### src/rtl/npu_layer_seq.sv
// Layer sequencer for the NPU array: walks conv and classifier loop nests and hands one job at a time to the array.
// Define NPU_LAYER_SEQ_PERF_EN to build the busy-cycle and stall performance counters.
module npu_layer_seq #(
  parameter int W        = 8,
  parameter int C1_OFM   = 6,
  parameter int C1_TILE  = 4,
  parameter int C1_IFM   = 1,
  parameter int C2_OFM   = 16,
  parameter int C2_TILE  = 2,
  parameter int C2_IFM   = 6,
  parameter int C3_PASS  = 2,
  parameter int C3_WORD  = 16,
  parameter int FC1_PASS = 2,
  parameter int FC1_WORD = 15,
  parameter int FC2_PASS = 1,
  parameter int FC2_WORD = 11
) (
  input  logic        clk,
  input  logic        rst_n,
  input  logic        start,
  input  logic [2:0]  cfg_first,
  input  logic [2:0]  cfg_last,
  output logic        job_valid,
  input  logic        job_ready,
  output logic [2:0]  job_layer,
  output logic [3:0]  job_ofm,
  output logic [1:0]  job_tile,
  output logic [3:0]  job_ifm,
  output logic        job_first,
  output logic        job_last,
  input  logic        job_done,
  output logic        busy,
  output logic        done,
  output logic [31:0] perf_cycles,
  output logic [31:0] perf_stall
);

  // Every loop bound must fit the 4-bit ofm/ifm and 2-bit tile fields.
  if (W < 1 || C1_OFM > 16 || C2_OFM > 16 || C1_IFM > 16 || C2_IFM > 16 ||
      C1_TILE > 4 || C2_TILE > 4 || C3_WORD > 16 || FC1_WORD > 16 || FC2_WORD > 16 ||
      C3_PASS > 16 || FC1_PASS > 16 || FC2_PASS > 16) begin : g_bad_params
    $error("npu_layer_seq: loop bound does not fit job field");
  end

  typedef enum logic [1:0] {IDLE, ISSUE, WAIT, FIN} state_t;

  state_t      state, state_nxt;
  logic [2:0]  layer, last_q;
  logic [3:0]  ofm, ifm;
  logic [1:0]  tile;
  logic [4:0]  ofm_b, tile_b, ifm_b;
  logic [2:0]  cf, cl;
  logic        ifm_end, tile_end, ofm_end, layer_end, run_end;

  always_comb begin
    ofm_b  = 5'd1;
    tile_b = 5'd1;
    ifm_b  = 5'd1;
    case (layer)
      3'd0: begin ofm_b = 5'(C1_OFM);   tile_b = 5'(C1_TILE); ifm_b = 5'(C1_IFM);   end
      3'd1: begin ofm_b = 5'(C2_OFM);   tile_b = 5'(C2_TILE); ifm_b = 5'(C2_IFM);   end
      3'd2: begin ofm_b = 5'(C3_PASS);  ifm_b  = 5'(C3_WORD);  end
      3'd3: begin ofm_b = 5'(FC1_PASS); ifm_b  = 5'(FC1_WORD); end
      default: begin ofm_b = 5'(FC2_PASS); ifm_b = 5'(FC2_WORD); end
    endcase
  end

  assign ifm_end   = ({1'b0, ifm}  == ifm_b  - 5'd1);
  assign tile_end  = ({3'b0, tile} == tile_b - 5'd1);
  assign ofm_end   = ({1'b0, ofm}  == ofm_b  - 5'd1);
  assign layer_end = (layer == last_q);
  assign run_end   = ifm_end && tile_end && ofm_end && layer_end;

  // Out-of-range layer indices collapse onto FC2, and an inverted range runs just the first layer.
  always_comb begin
    cf = (cfg_first > 3'd4) ? 3'd4 : cfg_first;
    cl = (cfg_last  > 3'd4) ? 3'd4 : cfg_last;
    if (cl < cf) cl = cf;
  end

  always_ff @(posedge clk or negedge rst_n) begin
    if (!rst_n) state <= IDLE;
    else        state <= state_nxt;
  end

  always_comb begin
    state_nxt = state;
    case (state)
      IDLE:    if (start) state_nxt = ISSUE;
      ISSUE:   if (job_ready) state_nxt = WAIT;
      WAIT:    if (job_done) state_nxt = run_end ? FIN : ISSUE;
      default: state_nxt = IDLE;
    endcase
  end

  // Loop counters advance only on a completion seen in WAIT, carrying ifm into tile, ofm and layer.
  always_ff @(posedge clk or negedge rst_n) begin
    if (!rst_n) begin
      layer  <= '0;
      last_q <= '0;
      ofm    <= '0;
      tile   <= '0;
      ifm    <= '0;
    end else begin
      case (state)
        IDLE: begin
          if (start) begin
            layer  <= cf;
            last_q <= cl;
            ofm    <= '0;
            tile   <= '0;
            ifm    <= '0;
          end
        end
        WAIT: begin
          if (job_done) begin
            if (ifm_end) begin
              ifm <= '0;
              if (tile_end) begin
                tile <= '0;
                if (ofm_end) begin
                  ofm <= '0;
                  if (!layer_end) layer <= layer + 3'd1;
                end else begin
                  ofm <= ofm + 4'd1;
                end
              end else begin
                tile <= tile + 2'd1;
              end
            end else begin
              ifm <= ifm + 4'd1;
            end
          end
        end
        default: ;
      endcase
    end
  end

  assign job_valid = (state == ISSUE);
  assign job_layer = layer;
  assign job_ofm   = ofm;
  assign job_tile  = tile;
  assign job_ifm   = ifm;
  assign job_first = job_valid && (ifm == 4'd0);
  assign job_last  = job_valid && ifm_end;
  assign busy      = (state != IDLE);
  assign done      = (state == FIN);

`ifdef NPU_LAYER_SEQ_PERF_EN
  logic [31:0] cyc_q, stall_q;

  // Both counters restart with each accepted run and freeze once the sequencer is idle again.
  always_ff @(posedge clk or negedge rst_n) begin
    if (!rst_n) begin
      cyc_q   <= '0;
      stall_q <= '0;
    end else if (state == IDLE && start) begin
      cyc_q   <= '0;
      stall_q <= '0;
    end else begin
      if (busy && cyc_q != 32'hFFFF_FFFF) cyc_q <= cyc_q + 32'd1;
      if (job_valid && !job_ready && stall_q != 32'hFFFF_FFFF) stall_q <= stall_q + 32'd1;
    end
  end

  assign perf_cycles = cyc_q;
  assign perf_stall  = stall_q;
`else
  assign perf_cycles = '0;
  assign perf_stall  = '0;
`endif

endmodule

### config.mk
export PLATFORM = sky130hd
export DESIGN_NAME = npu_layer_seq
export DESIGN_NICKNAME = d
export VERILOG_FILES = /design/src/rtl/npu_layer_seq.sv
export SDC_FILE = /design/constraint.sdc
export NUM_CORES = 1
export LEC_CHECK = 0
export ABC_CLOCK_PERIOD_IN_PS = 4800
export CAP_MARGIN = 10
export CORE_UTILIZATION = 65
export DETAILED_ROUTE_END_ITERATION = 6
export DONT_BUFFER_PORTS = 1
export GPL_TIMING_DRIVEN = 0
export MAX_ROUTING_LAYER = met4
export PLACE_DENSITY = 0.82
export SLEW_MARGIN = 5
export SYNTH_ARGS = -nofsm -noshare
export SYNTH_HDL_FRONTEND = slang
export SYNTH_SLANG_ARGS = --single-unit
### constraint.sdc
create_clock -name clk -period 4.8 [get_ports clk]
set_input_delay 1.44 -clock clk [delete_from_list [all_inputs] [get_ports clk]]
set_output_delay 1.44 -clock clk [all_outputs]
set_load 0.03 [all_outputs]
==> results of run 1 <==
==> cell families after synthesis <==
family / Yosys count
AO/OA/AOI/OAI: 42
XOR/XNOR: 4
adder cells (fa/ha/maj): 10
buffers and inverters: 77
flip-flops: 18
multiplexers: 4
other: 1
AND/OR/NAND/NOR: 63
==> synth_stat cells, types with 2 or more instances <==
| library cell | instances |
|---|---|
| xnor2_1 | 3 |
| nand2b_1 | 4 |
| a31oi_1 | 2 |
| and2_1 | 2 |
| or2_1 | 2 |
| nor2_1 | 15 |
| a21oi_1 | 9 |
| nor3b_1 | 2 |
| buf_4 | 64 |
| o21ai_1 | 3 |
| a21o_1 | 2 |
| ha_1 | 10 |
| dfrtp_1 | 18 |
| buf_2 | 2 |
| o2bb2ai_1 | 3 |
| nor3_1 | 3 |
| nand2_1 | 11 |
| nor2b_1 | 6 |
| o22ai_1 | 2 |
| mux2i_1 | 4 |
| o21ai_0 | 6 |
| inv_1 | 10 |
| o21a_1 | 2 |
| nand3_1 | 7 |
==> registers in the layout, summed over array words and instances, names as in the netlist <==
name       flops
job_tile       2
state          2
job_ifm        4
job_layer      3
job_ofm        4
last_q         3
==> worst reg2reg max path, stage by stage, from the launching register on <==
cell and delay [ns]:
dfrtp_1 0.76, inv_1 0.20, ha_1 0.32, nor3b_4 0.19, o21a_1 0.20, or4_4 0.58, nand3b_4 0.21, a21oi_4 0.23
mux2i_1 0.21
==> path summary, 6_finish.rpt <==
kind | from | endpoint | cells past startpoint
worst max-delay path | job_layer[1] | job_last | 6
worst min-delay path | last_q[2] | last_q[2] | 2
worst max register to register | job_layer[1] | job_layer[2] | 8
worst min register to register | last_q[2] | last_q[2] | 2
max in group asynchronous | rst_n | job_ifm[0] | 0
min in group asynchronous | rst_n | job_layer[2] | 0
==> routing by layer <==
metal  part of all wire [%]  wire, µm  vias up  global-route usage (%)
li1                       -         -      754                       -
met1                     41      1437      683                   28.08
met2                     48      1676       84                   37.18
met3                    9.3       325        5                   4.450
met4                    1.6        57        0                   10.71
met5                      0         0        -                       -
==> stage by stage <==
stage | instances | util [%] | hold WS (ns) | power (mW)
after floorplan | 282 | - | 0.5159 | 0.8103
after global placement | 313 | 78.26 | 0.5287 | 0.8873
after detailed placement | 314 | 78.44 | 0.5384 | 0.9034
after CTS | 318 | 79.77 | 0.5628 | 1.003
after global routing | 318 | 79.77 | 0.5914 | 1.075
final | 318 | 79.77 | 0.5573 | 1.007
==> layout make-up <==
cell class	instances	area, µm²
Clock buffer	4	36.28
Multi-Input combinational cell	187	1119
Tap cell	31	38.79
Buffer	67	494.2
Timing Repair Buffer	1	5.005
Sequential cell	18	450.4
Fill cell	207	553.0
Inverter	10	37.54
==> where the power goes <==
| group | internal (mW) | leakage, nW | switching (mW) | total (mW) |
|---|---|---|---|---|
| Sequential | 0.193 | 0.233 | 0.111 | 0.304 |
| Combinational | 0.226 | 0.955 | 0.378 | 0.605 |
| Clock | 0.0464 | 0.0210 | 0.0522 | 0.0986 |
| Total | 0.465 | 1.21 | 0.542 | 1.01 |
==> key figures, run 1 <==
Critical path
  • Family with the most delay on the worst path: simple AND/OR/NAND/NOR gates
  • Worst Path Buf+Inv: 1
  • Crit-path max FO: 10
  • R2r setup slk: ~1.8 ns
  • Setup Crit Path Kind: flip-flop to output port
  • Crit start category: flip-flop
  • WP data required: 3.36 ns
  • Worst-path cell chain: inv_1, ha_1, nor3b_4, o21a_1, or4_4, nor2_1
  • Largest stage delay, worst path: ~0.76 ns
  • Crit path DAT: around 3.0 ns
  • CP Capture Type: output port
  • Slowest CP cell: dfrtp_1

Floorplan
  • Starting Density: 68.19%
  • IO Pins: 93
  • Die H: approximately 56 µm
  • Die area: ~0.0031 mm²
  • Die width: roughly 56 µm
  • Rows: 19
  • Core Footprint: 0.002734 mm²

Placement
  • Hpwl dp: about 2700 µm
  • DP Area: 0.002145 mm²
  • RePlAce Congestion: roughly 0.81
  • Setup WS pre-CTS: between 0.6 and 0.7 ns
  • Buffers on Ports: 0

Timing
  • Final Slew Violations: 0
  • Worst setup margin: approximately 0.34 ns
  • Worst slew margin: 58.37%
  • Minimum clock period: around 4.5 ns
  • Final setup fails: 0
  • Worst slew pin tran: 0.6244 ns
  • Setup TNS: 0 ns
  • Max Freq: between 200 and 250 MHz
  • Tcrit/Tclk final: 92.97%
  • Final Hold Vio Count: 0
  • RSZ-0062 raised after global routing: no
  • Final Skew: 0.004275 ns

Synthesis
  • Complex-gate fraction of the synthesized area: roughly 17%
  • Synth Area in Simple Gates: 19.60%
  • Post-synthesis mux area share: around 2.1%
  • Post-synth ARST share: 100.0%
  • Syn_area_per_cell: 8.513 µm²
  • Xor and xnor fraction of the mapped netlist area: ~1.9%
  • Share of the synthesized area in the top cell type: around 26%
  • Yosys warns: 0
  • Cells after Synth: approximately 220
  • Synth cell types: 51
  • Synth area leaders: buf_4 (26%), dfrtp_1 (24%), ha_1 (6.7%)
  • EDFF count, synth: 0
  • Synth Area in Adders: around 6.7%
  • Post-Syn Area: 0.001864 mm²
  • Main synth FF type: dfrtp_1
  • Seq/Total Area, Yosys: between 20% and 30%
  • Main combinational cell family by area after synthesis: buffers and inverters
  • Seq cells post-synth: 18
  • Top cell type by total area after synthesis: buf_4

Global routing
  • Global-route wire length before repair: between 5000 and 6000 µm
  • Antenna violations before repair: 0
  • Largest net degree at the start of global routing: 19
  • Vias in the first global route: ~1,300
  • GRT Overall Usage: 23.13%
  • GRT overflow: 0

Drt
  • Residual DRC count: 0
  • Initial DRC count: 48
  • Routed wire length per instance: approximately 11 µm
  • Routed Antenna Nets: 0
  • Vias/cell: 4.799
  • Pre-antenna DRT Iters: 4
  • Routed vias: between 1,500 and 2,000
  • Routed wire length: 3497 µm

Clock network
  • H-tree Lvls: 1
  • CTS tree: done
  • Post-CTS setup repair buffer count: 0
  • Clk_lat worst skew: 0.31 ns
  • CTS sink cnt: 18
  • Clock tree buffer depth: 2
  • Clock Tree Root: clkbuf_4
  • Post-CTS sizing: 0
  • Num CTS Buffers: 3
  • Cts-stage hold buffer count: 0
  • Worst-path clk slew: around 0.11 ns

Power
  • Worst VDD drop: 352.2 µV
  • Leakage power figure: around 1.2 nW
  • Power Dens Cells: roughly 460 mW/mm²

Final layout
  • NumNets Final: approximately 300
  • Layout cells sized above 1: about 29%
  • Commonest non-fill, non-tap cells in the layout: buf_4 (64), conb_1 (64), dfrtp_1 (18)
  • Ant diodes: 0
  • Fin area: approximately 0.0022 mm²
  • Area grow syn2layout: 16.98%

Hold path
  • Class of the worst hold path: flip-flop to flip-flop

Status
  • Outcome: complete, no violations

Run
  • Max-cap violation count: 0
No activity file was read; power rests on OpenSTA's default activity.
==> inputs of run 2 (changes only) <==
==> config.mk (replaced) <==
export PLATFORM = sky130hd
export DESIGN_NAME = npu_layer_seq
export DESIGN_NICKNAME = d
export VERILOG_FILES = /design/src/rtl/npu_layer_seq.sv
export SDC_FILE = /design/constraint.sdc
export NUM_CORES = 1
export LEC_CHECK = 0
export ABC_CLOCK_PERIOD_IN_PS = 3700
export CAP_MARGIN = 10
export CORE_UTILIZATION = 58
export DETAILED_ROUTE_END_ITERATION = 6
export DONT_BUFFER_PORTS = 1
export GPL_TIMING_DRIVEN = 0
export MAX_ROUTING_LAYER = met4
export PLACE_DENSITY = 0.77
export SLEW_MARGIN = 20
export SYNTH_ARGS = -nofsm -noshare
export SYNTH_HDL_FRONTEND = slang
export SYNTH_SLANG_ARGS = --single-unit
==> constraint.sdc (replaced) <==
create_clock -name clk -period 3.7 [get_ports clk]
set_input_delay 1.11 -clock clk [delete_from_list [all_inputs] [get_ports clk]]
set_output_delay 1.11 -clock clk [all_outputs]
set_load 0.03 [all_outputs]
==> key figures, run 2 (same netlist as run 1, synthesis figures left out) <==
Clock network
  • Num CTS Buffers: 3 (unchanged)
  • CTS sink cnt: 18 (unchanged)
  • CTS tree: done
  • H-tree Lvls: 1 (unchanged)
  • Clk_lat worst skew: 0.31 ns (about the same)
  • Worst-path clk slew: 0.12 ns (about the same)
  • Cts-stage hold buffer count: 0 (unchanged)
  • Clock Tree Root: clkbuf_4
  • Clock tree buffer depth: 2 (unchanged)

Final layout
  • Layout cells sized above 1: 31.71% (+3.1 points)
  • Register Area: 456.7 µm² (+1.4%)
  • Fin area: 0.002231 mm² (+2.3%)
  • Multi-input logic area: 0.001140 mm² (+1.9%)
  • Final core occ: 73.07% (-6.7 points)
  • # fillers: 269 (+30%)
  • Area grow syn2layout: 19.66%
  • Ant diodes: 0 (unchanged)
  • Commonest non-fill, non-tap cells in the layout: buf_4 (64), conb_1 (64), dfrtp_1 (15)
  • NumNets Final: 309 (unchanged)

Global routing
  • Antenna violations before repair: 0 (unchanged)
  • Largest net degree at the start of global routing: 19 (unchanged)
  • Global-route wire length before repair: 5568 µm (+0.87%)
  • GRT overflow: 0 (unchanged)
  • GRT Overall Usage: 22.04% (-1.1 points)
  • Vias in the first global route: 1,241 (-3.7%)

Power
  • Total chip power: 1.354 mW (+34%)
  • Leakage power figure: 1.205 nW (-0.31%)
  • Clk pwr share: 9.6% (-0.2 points)
  • Psw: 0.7251 mW (+34%)
  • Sequential power share: 29.3% (-0.9 points)
  • Switching Share: 53.57% (-0.22 points)
  • Worst VDD drop: 372.9 µV (+5.9%)
  • Internal power: 0.6285 mW (+35%)
  • Power Dens Cells: 606.8 mW/mm² (+31%)
  • Logic pwr share: 61.1% (+1.0 points)

Timing
  • Minimum clock period: approximately 3.6 ns
  • Tcrit/Tclk final: around 98%
  • Worst slew pin tran: 0.7861 ns (+0.1617 ns)
  • Final Skew: 0.007793 ns (+0.003518 ns)
  • RSZ-0062 raised after global routing: no
  • WHS: 0.4726 ns (-0.08477 ns)
  • Max Freq: between 200 and 300 MHz
  • Worst slew margin: 47.46% (-11 points)
  • Final setup fails: 0 (unchanged)
  • Final Hold Vio Count: 0 (unchanged)
  • Worst setup margin: 0.09123 ns (-0.2464 ns)
  • Final Slew Violations: 0 (unchanged)

Placement
  • DP Area: 0.002162 mm² (+0.82%)
  • Buffers on Ports: 0 (unchanged)
  • Hpwl dp: 2775 µm (+1.2%)
  • RePlAce Congestion: 0.8907 (+9.8%)
  • Setup WS pre-CTS: -0.07572 ns (-0.7735 ns)

Drt
  • Initial DRC count: 30 (-38%)
  • Routed Antenna Nets: 0 (unchanged)
  • Residual DRC count: 0 (unchanged)
  • Routed wire length: 3517 µm (+0.57%)
  • Routed wire length per instance: 10.63 µm (-3.4%)
  • Pre-antenna DRT Iters: 4 (unchanged)
  • Routed vias: 1,498 (-1.8%)
  • Vias/cell: 4.526 (-5.7%)

Floorplan
  • Rows: 20 (+1)
  • Die area: 0.003445 mm² (+12%)
  • Die H: 58.70 µm (+5.7%)
  • IO Pins: 93 (unchanged)
  • Die width: 58.70 µm (+5.7%)
  • Core Footprint: 0.003053 mm² (+12%)
  • Starting Density: 61.07% (-7.1 points)

Hold path
  • Class of the worst hold path: input port to async pin

Critical path
  • WP data required: 2.59 ns (-0.77 ns)
  • Setup Crit Path Kind: flip-flop to output port
  • Crit start category: flip-flop
  • Crit path DAT: 2.50 ns (-0.52 ns)
  • Crit-path max FO: 10 (unchanged)
  • CP Capture Type: output port

Status
  • Outcome: complete, no violations

Run
  • Max-cap violation count: 0 (unchanged)
==> run 2: cell count changes in the layout (fill, tap and decap cells not counted), sizes merged <==
cell	delta
buf	-1
clkbuf	+1
==> run 2: power groups by stage <==
stage / logic, mW / clock network, mW / registers [mW]
floorplan: 0.678 / 0 / 0.373
global placement: 0.765 / 0 / 0.394
detailed placement: 0.784 / 0 / 0.397
CTS: 0.800 / 0.129 / 0.397
global route: 0.903 / 0.139 / 0.409
finish: 0.827 / 0.130 / 0.396
==> run 2: metrics by stage <==
step                std cells  setup TNS [ns]
finish                    331               0
global route              331               0
CTS                       330               0
detailed placement        326        -0.07572
global placement          326        -0.05584
floorplan                 282               0
==> run 2: layer usage <==
metal | routed length [µm] | global-route usage, % | vias to the layer above
met5 | 0 | - | -
met3 | 224 | 4.176 | 5
li1 | - | - | 758
met2 | 1649 | 36.12 | 59
met4 | 48 | 8.163 | 0
met1 | 1596 | 27.03 | 676
==> run 2: path summary, 6_finish.rpt <==
path	startpoint	cells after the start	endpoint	slack (ns)
min reg2reg	last_q[0]	2	last_q[0]	0.56
min	rst_n	0	job_ifm[0]	0.47
max in group asynchronous	rst_n	0	job_layer[1]	3.14
min in group clk	last_q[0]	2	last_q[0]	0.56
max reg2reg	job_layer[2]	9	job_layer[2]	1.03
max	job_layer[2]	7	job_last	0.09
==> run 2: cell type report <==
cell class / instances / area share, %
sequential: 18 / 20.47
multi-input combinational: 187 / 51.09
buffer: 67 / 22.43
inverter: 10 / 1.683
tap: 44 / 2.468
timing repair buffer: 1 / 0.2243
clock buffer: 4 / 1.626
==> run 2: worst max-delay path, stage by stage (launching register included) <==
cell     delay, ns
dfrtp_2       0.48
buf_6         0.18
inv_1         0.12
ha_2          0.23
nor3b_4       0.22
o32ai_2       0.12
or4_4         0.59
nor2_4        0.25
==> run 2: timing repair <==
item | CTS | global route
resized for setup | 6 | 6
pin swaps | 0 | 1
buffers inserted | 0 | 1
endpoints found under the hold margin | 0 | 0
setup endpoints to repair | 1 | 1
==> inputs of run 3 (changes only) <==
--- a/config.mk
+++ b/config.mk
@@ -5,7 +5,7 @@
 export SDC_FILE = /design/constraint.sdc
 export NUM_CORES = 1
 export LEC_CHECK = 0
-export ABC_CLOCK_PERIOD_IN_PS = 3700
+export ABC_CLOCK_PERIOD_IN_PS = 3100
 export CAP_MARGIN = 10
 export CORE_UTILIZATION = 58
 export DETAILED_ROUTE_END_ITERATION = 6
==> constraint.sdc (replaced) <==
create_clock -name clk -period 3.1 [get_ports clk]
set_input_delay 0.93 -clock clk [delete_from_list [all_inputs] [get_ports clk]]
set_output_delay 0.93 -clock clk [all_outputs]
set_load 0.03 [all_outputs]
==> key figures, run 3 (same netlist as run 1, synthesis figures left out) <==
Run
  • Max-cap violation count: 0 (unchanged)

Global routing
  • GRT overflow: 0 (unchanged)
  • Antenna violations before repair: 0 (unchanged)
  • Largest net degree at the start of global routing: 19 (unchanged)
  • GRT Overall Usage: 23.34% (+1.3 points)
  • Vias in the first global route: 1,300 (+4.8%)
  • Global-route wire length before repair: 5871 µm (+5.4%)

Drt
  • Vias/cell: 4.644 (+2.6%)
  • Metal3 WL: 246 µm (+9.8%)
  • Routed vias: 1,565 (+4.5%)
  • Met2 routed WL: 1824 µm (+11%)
  • Routed wire length: 3858 µm (+9.7%)
  • Routed wire length per instance: 11.45 µm (+7.7%)
  • Initial DRC count: 105 (+250%)
  • Residual DRC count: 0 (unchanged)
  • Top routing layer used: met4
  • Met1 wire length: 1698 µm (+6.4%)
  • Routed Antenna Nets: 0 (unchanged)
  • Pre-antenna DRT Iters: 4 (unchanged)

Final layout
  • Final core occ: 76.11% (+3.0 points)
  • Area grow syn2layout: 24.63%
  • Layout cells sized above 1: 33.79% (+2.1 points)
  • # fillers: 244 (-9.3%)
  • Most common cell after layout, fill and taps aside: buf_4
  • Commonest non-fill, non-tap cells in the layout: buf_4 (70), conb_1 (64), dfrtp_1 (15)
  • Fin area: 0.002323 mm² (+4.2%)
  • NumNets Final: 315 (+1.9%)
  • Ant diodes: 0 (unchanged)

Power
  • Power Dens Cells: 756.9 mW/mm² (+25%)
  • Total chip power: 1.759 mW (+30%)
  • Leakage power figure: 1.230 nW (+2.0%)
  • Worst VDD drop: 436.9 µV (+17%)

Clock network
  • Num CTS Buffers: 3 (unchanged)
  • Clock tree buffer depth: 2 (unchanged)
  • Clk_lat worst skew: 0.31 ns (about the same)
  • H-tree Lvls: 1 (unchanged)
  • Clock Tree Root: clkbuf_4
  • CTS tree: done
  • Worst-path clk slew: 0.11 ns (about the same)
  • CTS sink cnt: 18 (unchanged)

Floorplan
  • Die H: 58.70 µm (unchanged)
  • Die area: 0.003445 mm² (unchanged)
  • Die width: 58.70 µm (unchanged)
  • Rows: 20 (unchanged)
  • Core Footprint: 0.003053 mm² (unchanged)
  • Starting Density: 61.07% (unchanged)
  • IO Pins: 93 (unchanged)

Timing
  • Max Freq: between 300 and 400 MHz
  • Minimum clock period: approximately 3.3 ns
  • Worst slew margin: 48.62% (+1.2 points)
  • Tcrit/Tclk final: 106.4%
  • Final Skew: 0.004675 ns (-0.003118 ns)
  • Final setup fails: 1 (+1)
  • RSZ-0062 raised after global routing: yes
  • Final Slew Violations: 0 (unchanged)
  • Worst setup margin: -0.1984 ns (-0.2896 ns)
  • Final Hold Vio Count: 0 (unchanged)
  • Worst slew pin tran: 0.7687 ns (-0.01741 ns)

Hold path
  • Class of the worst hold path: input port to async pin

Placement
  • DP Area: 0.002172 mm² (+0.46%)
  • RePlAce Congestion: 0.8112 (-8.9%)
  • Buffers on Ports: 0 (unchanged)
  • Hpwl dp: 2765 µm (-0.35%)
  • Setup WS pre-CTS: -0.1228 ns (-0.04710 ns)

Critical path
  • Crit-path max FO: 7 (-3)
  • Most common cell on crit path: ha_4
  • Slowest CP cell: dfrtp_4
  • Setup Crit Path Kind: flip-flop to output port
  • Crit start category: flip-flop
  • Largest stage delay, worst path: 0.61 ns (+0.02 ns)
  • Crit path DAT: 2.37 ns (-0.13 ns)
  • CP Capture Type: output port
  • Worst-path cell chain: ha_4, ha_4, nor3b_4, o32ai_2, or4_4, nor2_4
  • WP data required: 2.17 ns (-0.42 ns)

Status
  • Failing checks: setup timing
  • Outcome: finished, violations left
[run 3: cell types whose count changed in the layout (fill, tap and decap cells not counted), moves of 2 or more]
cell,before,now
ha_4,0,4
buf_4,64,70
inv_1,9,7
ha_2,3,0
[run 3: layout make-up]
cell class	instances	area, µm²	area share (%)
buffer	67	500.5	21.54
inverter	10	43.79	1.885
sequential	18	456.7	19.66
timing repair buffer	7	48.80	2.100
clock buffer	4	36.28	1.562
multi-input combinational	187	1182	50.89
tap	44	55.05	2.369
[run 3: critical path: cells and delay by family, from the launching register on]
kind	cells	cell delay (ns)
AND/OR/NAND/NOR	3	0.97
flip-flops	1	0.61
adder cells (fa/ha/maj)	2	0.37
AO/OA/AOI/OAI	1	0.11
[run 3: report_power, final]
group / switching (mW) / internal [mW] / total (mW)
Clock: 0.0827 / 0.0718 / 0.154
Combinational: 0.660 / 0.455 / 1.11
Sequential: 0.183 / 0.306 / 0.489
[run 3: path summary, 6_finish.rpt]
check / start / end / slack (ns) / cells past startpoint
worst max register to register: job_layer[0] / job_layer[2] / 0.37 / 9
min in group clk: last_q[2] / last_q[2] / 0.57 / 2
worst max-delay path: job_layer[0] / job_last / -0.20 / 6
max in group asynchronous: rst_n / job_layer[0] / 2.73 / 0
worst min register to register: last_q[2] / last_q[2] / 0.57 / 2
worst min-delay path: rst_n / job_layer[2] / 0.30 / 0
[run 3: per-layer routing]
| layer | GRT usage, % | vias up |
|---|---|---|
| met5 | - | - |
| met4 | 10.20 | 0 |
| met3 | 1.319 | 9 |
| met2 | 36.95 | 69 |
| met1 | 31.08 | 715 |
| li1 | - | 772 |
[run 3: through the flow]
stage	setup TNS [ns]	hold WS (ns)	instances
global route	-0.2644	0.2849	337
global placement	-0.1116	0.5298	326
floorplan	0	0.5159	282
finish	-0.1984	0.2957	337
CTS	-0.2073	0.3001	334
detailed placement	-0.1228	0.5422	326
[run 3: repair_timing]
item	in CTS	in global routing
resized for setup	13	3
pin swaps	5	2
hold buffers	0	0
setup buffers	4	3
endpoints found under the setup margin	1	1
